===== src/rtl/inst_loader_if.sv =====
// Host program stream, instruction SRAM port and BNNCtrl control/status bundle for inst_loader.
// slave: the loader itself; master: the surrounding host / SRAM / BNNCtrl environment.
interface inst_loader_if #(
   parameter int unsigned ADDR_W = 11,
   parameter int unsigned DATA_W = 16
);
   logic              host_start;
   logic [ADDR_W-1:0] host_len_m1;
   logic              host_valid;
   logic [DATA_W-1:0] host_data;
   logic              host_ready;
   logic [ADDR_W+1:0] ctrl_sram_in;
   logic [ADDR_W+1:0] sram_ctrl;
   logic [DATA_W-1:0] sram_wdata;
   logic              ctrl_rst;
   logic              ctrl_pause;
   logic              busy;
   logic              done;
   logic              err;

   modport master (
      output host_start, host_len_m1, host_valid, host_data, ctrl_sram_in,
      input  host_ready, sram_ctrl, sram_wdata, ctrl_rst, ctrl_pause, busy, done, err
   );

   modport slave (
      input  host_start, host_len_m1, host_valid, host_data, ctrl_sram_in,
      output host_ready, sram_ctrl, sram_wdata, ctrl_rst, ctrl_pause, busy, done, err
   );
endinterface


===== src/rtl/inst_loader.sv =====
// Boot loader: streams a host program into instruction SRAM from address 0, then releases BNNCtrl.
// Optional INST_LOADER_CHECKSUM_EN: trailing XOR checksum word verified before release.
module inst_loader #(
   parameter int unsigned ADDR_W = 11,
   parameter int unsigned DATA_W = 16
) (
   input  logic          clk,
   input  logic          rst,
   inst_loader_if.slave  bus
);
   localparam logic [ADDR_W+1:0] SRAM_IDLE = {2'b11, {ADDR_W{1'b0}}};

   typedef enum logic [2:0] {
      S_IDLE  = 3'd0,
      S_LOAD  = 3'd1,
`ifdef INST_LOADER_CHECKSUM_EN
      S_CHECK = 3'd2,
      S_ERR   = 3'd3,
`endif
      S_RUN   = 3'd4
   } state_t;

   state_t            r_state;
   logic [ADDR_W-1:0] r_len_m1;
   logic [ADDR_W-1:0] r_count;
   logic [ADDR_W+1:0] r_sram_ctrl;
   logic [DATA_W-1:0] r_sram_wdata;
   logic              r_host_ready;
   logic              r_ctrl_rst;
   logic              r_ctrl_pause;
   logic              r_busy;
   logic              r_done;
`ifdef INST_LOADER_CHECKSUM_EN
   logic              r_err;
   logic [DATA_W-1:0] r_csum;
`endif

   logic w_hs;
   logic w_last;
   logic w_go_load;
   logic w_loader_owns;

   assign w_hs      = bus.host_valid & r_host_ready;
   assign w_last    = (r_count == r_len_m1);
   // busy marks exactly LOAD/CHECK, the only states where a new start is ignored
   assign w_go_load = bus.host_start & ~r_busy;
   // the final program write lands in the first RUN cycle, so the loader keeps the port for it
   assign w_loader_owns = (r_state != S_RUN) | ~r_sram_ctrl[ADDR_W];

   always_ff @(posedge clk) begin
      if (rst) begin
         r_state      <= S_IDLE;
         r_len_m1     <= '0;
         r_count      <= '0;
         r_sram_ctrl  <= SRAM_IDLE;
         r_sram_wdata <= '0;
         r_host_ready <= 1'b0;
         r_ctrl_rst   <= 1'b1;
         r_ctrl_pause <= 1'b1;
         r_busy       <= 1'b0;
         r_done       <= 1'b0;
`ifdef INST_LOADER_CHECKSUM_EN
         r_err        <= 1'b0;
         r_csum       <= '0;
`endif
      end else begin
         r_sram_ctrl  <= SRAM_IDLE;
         r_sram_wdata <= '0;
         if (w_go_load) begin
            r_state      <= S_LOAD;
            r_len_m1     <= bus.host_len_m1;
            r_count      <= '0;
            r_host_ready <= 1'b1;
            r_busy       <= 1'b1;
            r_done       <= 1'b0;
            r_ctrl_rst   <= 1'b1;
            r_ctrl_pause <= 1'b1;
`ifdef INST_LOADER_CHECKSUM_EN
            r_err        <= 1'b0;
            r_csum       <= '0;
`endif
         end else begin
            case (r_state)
               S_LOAD: begin
                  if (w_hs) begin
                     r_sram_ctrl  <= {2'b00, r_count};
                     r_sram_wdata <= bus.host_data;
                     r_count      <= r_count + ADDR_W'(1);
`ifdef INST_LOADER_CHECKSUM_EN
                     r_csum       <= r_csum ^ bus.host_data;
                     if (w_last) r_state <= S_CHECK;
`else
                     if (w_last) begin
                        r_state      <= S_RUN;
                        r_host_ready <= 1'b0;
                        r_busy       <= 1'b0;
                        r_done       <= 1'b1;
                        r_ctrl_pause <= 1'b0;
                     end
`endif
                  end
               end
`ifdef INST_LOADER_CHECKSUM_EN
               S_CHECK: begin
                  // checksum word is consumed but never written to SRAM
                  if (w_hs) begin
                     r_host_ready <= 1'b0;
                     r_busy       <= 1'b0;
                     if (bus.host_data == r_csum) begin
                        r_state      <= S_RUN;
                        r_done       <= 1'b1;
                        r_ctrl_pause <= 1'b0;
                     end else begin
                        r_state <= S_ERR;
                        r_err   <= 1'b1;
                     end
                  end
               end
`endif
               S_RUN: r_ctrl_rst <= 1'b0;
               default: begin
               end
            endcase
         end
      end
   end

   assign bus.host_ready = r_host_ready;
   assign bus.sram_ctrl  = w_loader_owns ? r_sram_ctrl : bus.ctrl_sram_in;
   assign bus.sram_wdata = r_sram_wdata;
   assign bus.ctrl_rst   = r_ctrl_rst;
   assign bus.ctrl_pause = r_ctrl_pause;
   assign bus.busy       = r_busy;
   assign bus.done       = r_done;
`ifdef INST_LOADER_CHECKSUM_EN
   assign bus.err        = r_err;
`else
   assign bus.err        = 1'b0;
`endif
endmodule


===== src/flat_wrapper.sv =====
// flat-port wrapper written by rule: the top's interface ports become plain ports
module inst_loader_flat 
#(
   parameter int unsigned ADDR_W = 11,
   parameter int unsigned DATA_W = 16
)
  (clk, rst, bus_host_start, bus_host_len_m1, bus_host_valid, bus_host_data, bus_ctrl_sram_in, bus_host_ready, bus_sram_ctrl, bus_sram_wdata, bus_ctrl_rst, bus_ctrl_pause, bus_busy, bus_done, bus_err);
  inst_loader_if #(.ADDR_W(ADDR_W), .DATA_W(DATA_W)) bus_i ();
  input  logic clk;
  input  logic rst;
  input wire logic [$bits(bus_i.host_start)-1:0] bus_host_start;
  input wire logic [$bits(bus_i.host_len_m1)-1:0] bus_host_len_m1;
  input wire logic [$bits(bus_i.host_valid)-1:0] bus_host_valid;
  input wire logic [$bits(bus_i.host_data)-1:0] bus_host_data;
  input wire logic [$bits(bus_i.ctrl_sram_in)-1:0] bus_ctrl_sram_in;
  output wire logic [$bits(bus_i.host_ready)-1:0] bus_host_ready;
  output wire logic [$bits(bus_i.sram_ctrl)-1:0] bus_sram_ctrl;
  output wire logic [$bits(bus_i.sram_wdata)-1:0] bus_sram_wdata;
  output wire logic [$bits(bus_i.ctrl_rst)-1:0] bus_ctrl_rst;
  output wire logic [$bits(bus_i.ctrl_pause)-1:0] bus_ctrl_pause;
  output wire logic [$bits(bus_i.busy)-1:0] bus_busy;
  output wire logic [$bits(bus_i.done)-1:0] bus_done;
  output wire logic [$bits(bus_i.err)-1:0] bus_err;
  assign bus_i.host_start = bus_host_start;
  assign bus_i.host_len_m1 = bus_host_len_m1;
  assign bus_i.host_valid = bus_host_valid;
  assign bus_i.host_data = bus_host_data;
  assign bus_i.ctrl_sram_in = bus_ctrl_sram_in;
  assign bus_host_ready = bus_i.host_ready;
  assign bus_sram_ctrl = bus_i.sram_ctrl;
  assign bus_sram_wdata = bus_i.sram_wdata;
  assign bus_ctrl_rst = bus_i.ctrl_rst;
  assign bus_ctrl_pause = bus_i.ctrl_pause;
  assign bus_busy = bus_i.busy;
  assign bus_done = bus_i.done;
  assign bus_err = bus_i.err;
  inst_loader #(.ADDR_W(ADDR_W), .DATA_W(DATA_W)) u_core (.clk(clk), .rst(rst), .bus(bus_i));
endmodule

===== config.mk =====
export PLATFORM = sky130hd
export DESIGN_NAME = inst_loader_flat
export DESIGN_NICKNAME = d
export VERILOG_FILES = /design/src/rtl/inst_loader_if.sv /design/src/rtl/inst_loader.sv /design/src/flat_wrapper.sv
export SDC_FILE = /design/constraint.sdc
export NUM_CORES = 1
export LEC_CHECK = 0
export CAP_MARGIN = 15
export CELL_PAD_IN_SITES_DETAIL_PLACEMENT = 1
export CELL_PAD_IN_SITES_GLOBAL_PLACEMENT = 2
export CORE_AREA = 2 2 110 91
export DETAILED_ROUTE_END_ITERATION = 10
export DIE_AREA = 0 0 112 93
export PLACE_DENSITY = 0.76
export SLEW_MARGIN = 20
export SYNTH_ARGS = -nofsm -noshare
export SYNTH_HDL_FRONTEND = slang
export SYNTH_SLANG_ARGS = --single-unit

===== constraint.sdc =====
create_clock -name clk -period 1.5 [get_ports clk]
set_input_delay 0.45 -clock clk [delete_from_list [all_inputs] [get_ports clk]]
set_output_delay 0.45 -clock clk [all_outputs]
set_load 0.02 [all_outputs]

==> metrics.cfg <==
[outcome]
status=finished, violations left
failed_checks=negative setup slack

[floorplan]
dieArea_um2=10420
fp.dieH_um=93
rows=32
die_width_um=112
start_util_pct=22.37
io_pins=79
core_area_um2=9369

[worst_setup_path]
slowest_delay_ns=0.34
path_cells=nand3b_1, buf_6, buf_16, mux2_4, buf_6
crit_path_max_fanout=5
cp-end-kind=output port
cp.required_ns=1.05
critPathLaunchType=flop
cpMaxStageDelayCell=dfxtp_4
crit_type=reg2out
cp.arrival_ns=1.51
crit_top_cell=buf_6

[final_layout]
nFillCells=1052
antenna_cells=0
fin_area_um2=3607
syn2layout_area_growth_pct=72.12
utilization_pct=38.50
fin_nets=362
drive_gt1_share_pct=33.33

[pwr]
pwr-share-clk_pct=40.1
power_density_nw_per_um2=881.2
vdd_drop_max_v=0.0005516
cellLeakagePower_nw=1.545
finalPower_w=0.003179
p_switching_w=0.0007330
p_int_w=0.002446
comb_power_share_pct=13.2
swShare_pct=23.06
pwr-share-seq_pct=46.7

[sta]
setup_tns_ns=-6.746
setup_ws_ns=-0.4620
timing.hold.ws_ns=0.4658
finalHoldViolCount=0
fmax_mhz=509.7
finalClockSkew_ns=0.005702
period_minus_slack_ns=1.962
fin_crit_sh_pct=130.8
maxSlewViolCount=0
setup_viol=40
rsz0062_at_grt=true

[place]
gp_congestion=0.6991
dpl.hpwl_mm=4.094
numPortBuffers=77
post_dp_cell_area_um2=3136

[logic_synthesis]
ys_types=33
synth_area_um2=2096
synth_flop_cell=dfxtp_1
synth_top_area_cell=dfxtp_1
synth_top_cells_by_area=dfxtp_1, and2_1, xnor2_1, mux2_2, nand2_1
ys_seq_area_share_pct=51.58
syn_area_per_cell_um2=9.933
synth_seq_cells=54
yosys_warnings=0
async_reset_ff_share_pct=0
syn_nets=256
yosysTopAreaCellShare_pct=51.58
syn_inst=211
synth-edff-count=0

[grt]
grt_overflow=0
grt_pass1_wl_mm=9.177
grt_max_degree=20
antenna_found_initial=0
track_usage_pct=11.02
grt_pass1_vias=1863

[drt]
first_iter_violations=26
drt-total-wl_mm=6.128
drcViolationCount=0
antenna_left=0
vias_per_cell=4.188
num_vias=1830
drtPass1Iterations=4
wl_per_cell_um=14.02

[flow_run]
max-cap-violations=0

[clock_network]
htreeDepth=2
cts_tree=done
cts_sinks=54
root_buffer=clkbuf_16
clk_latency_ns=0.29
cts.reportedPaths.clkPinSlew_ns=0.07
clock_path_buffers=2
cts_made_buffers=5

[min_path]
hold_path.class=reg2reg

-- layout make-up --
| type | count | area (µm²) | share of cell area [%] |
|---|---|---|---|
| Clock inverter | 2 | 13.76 | 0.3815 |
| Inverter | 4 | 15.01 | 0.4162 |
| Clock buffer | 6 | 150.1 | 4.162 |
| Tap cell | 119 | 148.9 | 4.128 |
| Timing Repair Buffer | 109 | 1110 | 30.77 |
| Sequential cell | 54 | 1087 | 30.14 |
| Multi-Input combinational cell | 143 | 1082 | 30.00 |
-- final timing paths --
check	start	to	slack, ns	depth (start not counted)
max reg2reg	u_core.bus.host_ready	u_core.r_sram_ctrl[4]	-0.07	7
min reg2reg	u_core.bus.ctrl_rst	u_core.bus.ctrl_rst	0.47	2
min	u_core.bus.ctrl_rst	u_core.bus.ctrl_rst	0.47	2
max	u_core.bus.host_ready	bus_sram_ctrl[5]	-0.46	5
-- cells in the mapped netlist, types with 2 or more instances --
cell type / count
a21oi_1: 13
and2_1: 24
buf_4: 6
clkbuf_1: 3
dfxtp_1: 54
inv_1: 3
mux2_2: 11
nand2_1: 28
nand2b_1: 3
nand3_1: 2
nand4_1: 5
nor2_1: 11
nor2_2: 2
nor3_1: 3
nor4_2: 3
o21a_1: 3
o21ai_0: 3
or3_1: 2
xnor2_1: 17
xor2_1: 2
-- metrics by stage --
stage,instances,setup WS (ns)
6_report,437,-0.4620
5_1_grt,437,-0.4956
4_1_cts,424,-0.4619
3_5_place_dp,411,-0.6360
3_3_place_gp,411,-0.6059
2_1_floorplan,211,-0.02507
-- worst max-delay path: cells and delay by family, from the launching register on --
kind / cells / cell delay, ns
multiplexers: 1 / 0.30
AND/OR/NAND/NOR: 1 / 0.16
flip-flops: 1 / 0.34
buffers and inverters: 3 / 0.42
-- cell usage in the layout (no fill, tap or decap), types with 2 or more instances in the layout --
cell | synthesis | layout
nor4_4 | 0 | 2
xnor2_1 | 17 | 16
buf_2 | 1 | 2
a21oi_1 | 13 | 13
nand3_1 | 2 | 2
clkdlybuf4s50_1 | 0 | 42
and2_4 | 0 | 19
nand4b_4 | 1 | 2
nor2_2 | 2 | 2
nand2_1 | 28 | 28
clkbuf_16 | 0 | 8
xor2_1 | 2 | 2
nor2_1 | 11 | 11
nor3_2 | 1 | 2
o21a_1 | 3 | 3
buf_12 | 0 | 3
and2_1 | 24 | 5
o21ai_0 | 3 | 3
dfxtp_1 | 54 | 51
nand2b_1 | 3 | 2
dlygate4sd2_1 | 0 | 19
nand4_1 | 5 | 5
buf_6 | 1 | 20
mux2_4 | 0 | 10
nor3_1 | 3 | 2
dfxtp_2 | 0 | 2
buf_4 | 6 | 20
inv_1 | 3 | 3
-- power by group through the flow --
stage,registers (W),clock network (W),logic (W)
after floorplan,0.00154,0,0.000132
after global placement,0.00152,0,0.000356
after detailed placement,0.00152,0,0.000364
after CTS,0.00149,0.00132,0.000375
after global routing,0.00149,0.00136,0.000453
final,0.00149,0.00127,0.000419
-- what timing repair did --
item / CTS / global route
cloned: 1 / 4
setup endpoints to repair: 40 / 48
hold buffers: 0 / 0
resized for setup: 116 / 32
pin swaps: 8 / 6
buffers inserted: 4 / 11
-- state kept, by name, summed over array words and instances, names as in the netlist --
name and count:
u_core.bus.sram_wdata 16, u_core.r_sram_ctrl 12, u_core.r_count 11, u_core.r_len_m1 11, u_core.bus.ctrl_pause 1, u_core.bus.ctrl_rst 1, u_core.bus.done 1, u_core.bus.host_ready 1
-- routing by layer --
metal | up-vias | routed length, µm | global-route usage [%]
met1 | 875 | 2778 | 13.42
met2 | 49 | 2963 | 18.99
met3 | 8 | 304 | 2.787
met5 | - | 0 | 0
met4 | 0 | 82 | 3.963
li1 | 898 | - | -
-- logic make-up after synthesis --
group	count (synthesis)	synth area share, %
simple gates	90	24.24
fa+ha+maj	1	0.5969
flops	54	51.58
buf+inv	15	4.178
compound gates	19	4.895
mux	12	6.388
other cells	1	0.1789
xor+xnor	19	7.940
Power figures use the tool's default switching activity.
==> patch 1 (same settings) <==
The option `INST_LOADER_CHECKSUM_EN` is turned on by a define.
--- a/src/rtl/inst_loader.sv
+++ b/src/rtl/inst_loader.sv
@@ -1,4 +1,6 @@
 // Boot loader: streams a host program into instruction SRAM from address 0, then releases BNNCtrl.
 // Optional INST_LOADER_CHECKSUM_EN: trailing XOR checksum word verified before release.
+`define INST_LOADER_CHECKSUM_EN
+
 module inst_loader #(
    parameter int unsigned ADDR_W = 11,
Formal check against the unedited RTL: not equivalent (a bounded check fails within 4 cycles, from zero or initial values and one cycle with rst high).
==> patch 1 against the unedited design <==
The run still ends with negative setup slack left. Final area up 45%. Area after synthesis rose by 44%. Power increased by 60%. Setup slack worse by 0.10 ns. Die area unchanged. Sequential share of layout area shrank 1.5 points. Wire length is 67% higher. First-iteration DRC count rose to 3.1 times the old value. Sequential cell count grew 20. Count of clock-buffer cells in the layout up 5. Hold slack got worse by 0.039 ns. Largest cell class is now multi-input gates. Highest routed layer unchanged.
==> patch 1: results (changes against the unedited design) <==
## Status
• **run status** finished, violations left, unchanged
• **violated checks** negative setup slack, unchanged

## Critical path
• **Max Fanout on Critical Path** 3, was 5
• **Slowest cell on crit path** dfxtp_2, was dfxtp_4
• **arrival time at the worst endpoint** 1.61 ns, was 1.51 ns

## Placement
• **Placement Setup Slack** -0.799 ns, was -0.636 ns
• **Detail Placement HPWL** 6370 µm, was 4090 µm
• **RePlAce Congestion** 0.790, was 0.699
• **cell area after placement** 4360 µm², was 3140 µm²

## GRT
• **maximum number of pins on one net before global-route repair** 32, was 20
• **routing usage on met3** 4.15%, was 2.79%
• **number of global-route vias before repair** 2856, was 1863
• **GR Util All Layers** 17.7%, was 11.0%
• **GR met2 Demand/Resource** 29.1%, was 19.0%

## Timing
• **setup skew after layout** 0.00532 ns, was 0.00570 ns
• **endpoints failing setup** 73, was 40
• **setup slack of the critical path after layout** -0.562 ns, was -0.462 ns
• **total negative setup slack** -11.89 ns, was -6.75 ns

## Drt
• **drt total wl** 10200 µm, was 6130 µm
• **vias per inst** 4.66, was 4.19

## Logic synthesis
• **portion of the post-synthesis area used by sequential elements** 49.2%, was 51.6%
• **top cells by area, synth** dfxtp_1, xor2_1, nand2_1, was dfxtp_1, and2_1, xnor2_1
• **leading cell types by count after synthesis** dfxtp_1, nand2_1, xor2_1, was dfxtp_1, nand2_1, and2_1
• **Post-Syn Area** 3010 µm², was 2100 µm²

## Layout
• **Signal buf overhead** 28.8%, was 30.8%
• **total number of nets in the final design** 520, was 362
• **Seq. cell area** 1490 µm², was 1090 µm²
• **Logic inverters** 2, was 4
• **relative area of clock buffers and inverters in the final design** 6.76%, was 4.54%
• **number of buffers other than clock buffers in the final layout** 160, was 109

## Power
• **Design Power** 0.00507 W, was 0.00318 W
• **power consumed by sequential cells** 0.00202 W, was 0.00149 W

## CTS
• **number of CTS-inserted buffers** 9, was 5
• **number of clock sinks** 74, was 54
• **number of H-tree levels** 3, was 2
• **latest clock arrival within the worst-skew pair** 0.33 ns, was 0.29 ns

[patch 1: logic make-up after synthesis]
kind of cell	share of synthesized area, %
adder cells (fa/ha/maj)	0.415
buffers and inverters	2.95
multiplexers	4.45
XOR/XNOR	14.5
AND/OR/NAND/NOR	23.0
AO/OA/AOI/OAI	5.44
flip-flops	49.2
[patch 1: timing repair]
action,CTS,global route
pin swaps,19,31
buffers inserted,9,17
gates resized for setup,148,84
gates cloned,0,1
setup endpoints to repair,90,70
[patch 1: path summary, 6_finish.rpt]
path         slack [ns]                            start                              endpoint  cells past startpoint
min reg2reg        0.47  u_core.r_len_m1[8]$_SDFFE_PP0P_       u_core.r_len_m1[8]$_SDFFE_PP0P_                      2
min                0.43                bus_host_data[13]  u_core.bus.sram_wdata[13]$_SDFF_PP0_                      2
max reg2reg       -0.19   u_core.r_state[1]$_SDFFE_PP0P_          u_core.bus.done$_SDFFE_PP0P_                      7
max               -0.56   u_core.r_state[0]$_SDFFE_PP0P_                     bus_sram_ctrl[11]                      9
==> patch 2 (same settings) <==
Without the edit above. Reset style: asynchronous (`rst`), changed in one clocked block.
--- a/src/rtl/inst_loader.sv
+++ b/src/rtl/inst_loader.sv
@@ -48,5 +48,5 @@
    assign w_loader_owns = (r_state != S_RUN) | ~r_sram_ctrl[ADDR_W];
 
-   always_ff @(posedge clk) begin
+   always_ff @(posedge clk or posedge rst) begin
       if (rst) begin
          r_state      <= S_IDLE;
Check against the original RTL: differs if rst is asserted again (counterexample within 4 cycles, from zero or initial values and one cycle with rst high); with rst held inactive, the same outputs for 10 cycles.
==> patch 2 against the unedited design <==
The run still ends with negative setup slack left. Count of clock-buffer cells in the layout did not move. Via count rose by 6.0%. Wire length rose by 6.1%. Area after synthesis rose by 12%. Final area rose by 3.7%. Non-clock buffer count did not move. Clock skew barely moved. Setup slack got worse by 0.019 ns. Sequential cell count did not move. Largest cell class is now flip-flops and latches.
Power is not compared: it rests on default switching activity, and its combinational part moved more than twofold at a synthesized area within 25%.
==> patch 2: results (changes against the unedited design) <==
## Logic synthesis
• **number of different library cells in the post-synthesis netlist** 36, was 33
• **proportion of synthesized area in mux cells** 5.69%, was 6.39%
• **portion of the post-synthesis area used by sequential elements** 57.6%, was 51.6%
• **complex-gate fraction of the synthesized area** 6.06%, was 4.90%
• **share of synthesized cell area in full adder, half adder and majority cells** 0.532%, was 0.597%
• **xor and xnor area share after synthesis** 4.09%, was 7.94%

## Drt
• **wire length the detailed router placed on met1** 3060 µm, was 2780 µm
• **number of DRC violations after detailed-routing iteration 0** 49, was 26
• **met2 routed wirelength** 3110 µm, was 2960 µm
• **vias per inst** 4.41, was 4.19

## Status
• **run status** finished, violations left, unchanged
• **violated checks** negative setup slack, unchanged

## Layout
• **Multi-input gate area** 1060 µm², was 1080 µm²
• **Largest area class, layout** flip-flops and latches, was buffers
• **share of post-route cells with drive strength above 1** 30.5%, was 33.3%
• **total number of nets in the final design** 365, was 362
• **number of fillers in the final layout** 1046, was 1052
• **count of multi-input combinational gates** 144, was 143
• **relative area of clock buffers and inverters in the final design** 4.15%, was 4.54%
• **Logic inverters** 6, was 4

## Timing
• **endpoints failing setup** 24, was 40
• **total negative setup slack** -7.86 ns, was -6.75 ns
• **setup slack of the critical path after layout** -0.481 ns, was -0.462 ns
• **setup skew after layout** 0.00611 ns, was 0.00570 ns

## GRT
• **GR Util All Layers** 12.2%, was 11.0%
• **global-route wire length before repair** 10200 µm, was 9180 µm
• **routing usage on met3** 2.33%, was 2.79%
• **maximum number of pins on one net before global-route repair** 39, was 20
• **GR met2 Demand/Resource** 20.5%, was 19.0%

## Power
• **Design Power** 0.00548 W

## Placement
• **Placement Setup Slack** -0.627 ns, was -0.636 ns
• **Detail Placement HPWL** 4610 µm, was 4090 µm
• **cell count after placement** 425, was 411

## Critical path
• **Max Fanout on Critical Path** 11, was 5
• **CP delay by family, top** flip-flops, was buffers and inverters

==> patch 2: changes by cell type after synthesis, sizes merged, moves of 6 or more <==
cell and change:
nand2 +13, xor2 +9, xnor2 -17, dfrtp +51
dfxtp -54, a21oi -6, nor2 -9
==> patch 2: final timing paths <==
kind                                                       start                                end  slack, ns  depth (start not counted)
worst max-delay path            u_core.r_sram_ctrl[11]$_DFF_PP1_                   bus_sram_ctrl[1]      -0.48                          4
worst min-delay path             u_core.bus.ctrl_rst$_DFFE_PP1P_    u_core.bus.ctrl_rst$_DFFE_PP1P_       0.46                          2
worst max register to register     u_core.r_state[2]$_DFFE_PP0P_      u_core.r_count[6]$_DFFE_PP0P_      -0.33                          9
worst min register to register   u_core.bus.ctrl_rst$_DFFE_PP1P_    u_core.bus.ctrl_rst$_DFFE_PP1P_       0.46                          2
max in group asynchronous                                    rst  u_core.bus.ctrl_pause$_DFFE_PP1P_       0.69                          3
min in group asynchronous                                    rst    u_core.r_sram_ctrl[6]$_DFF_PP0_       0.56                          3
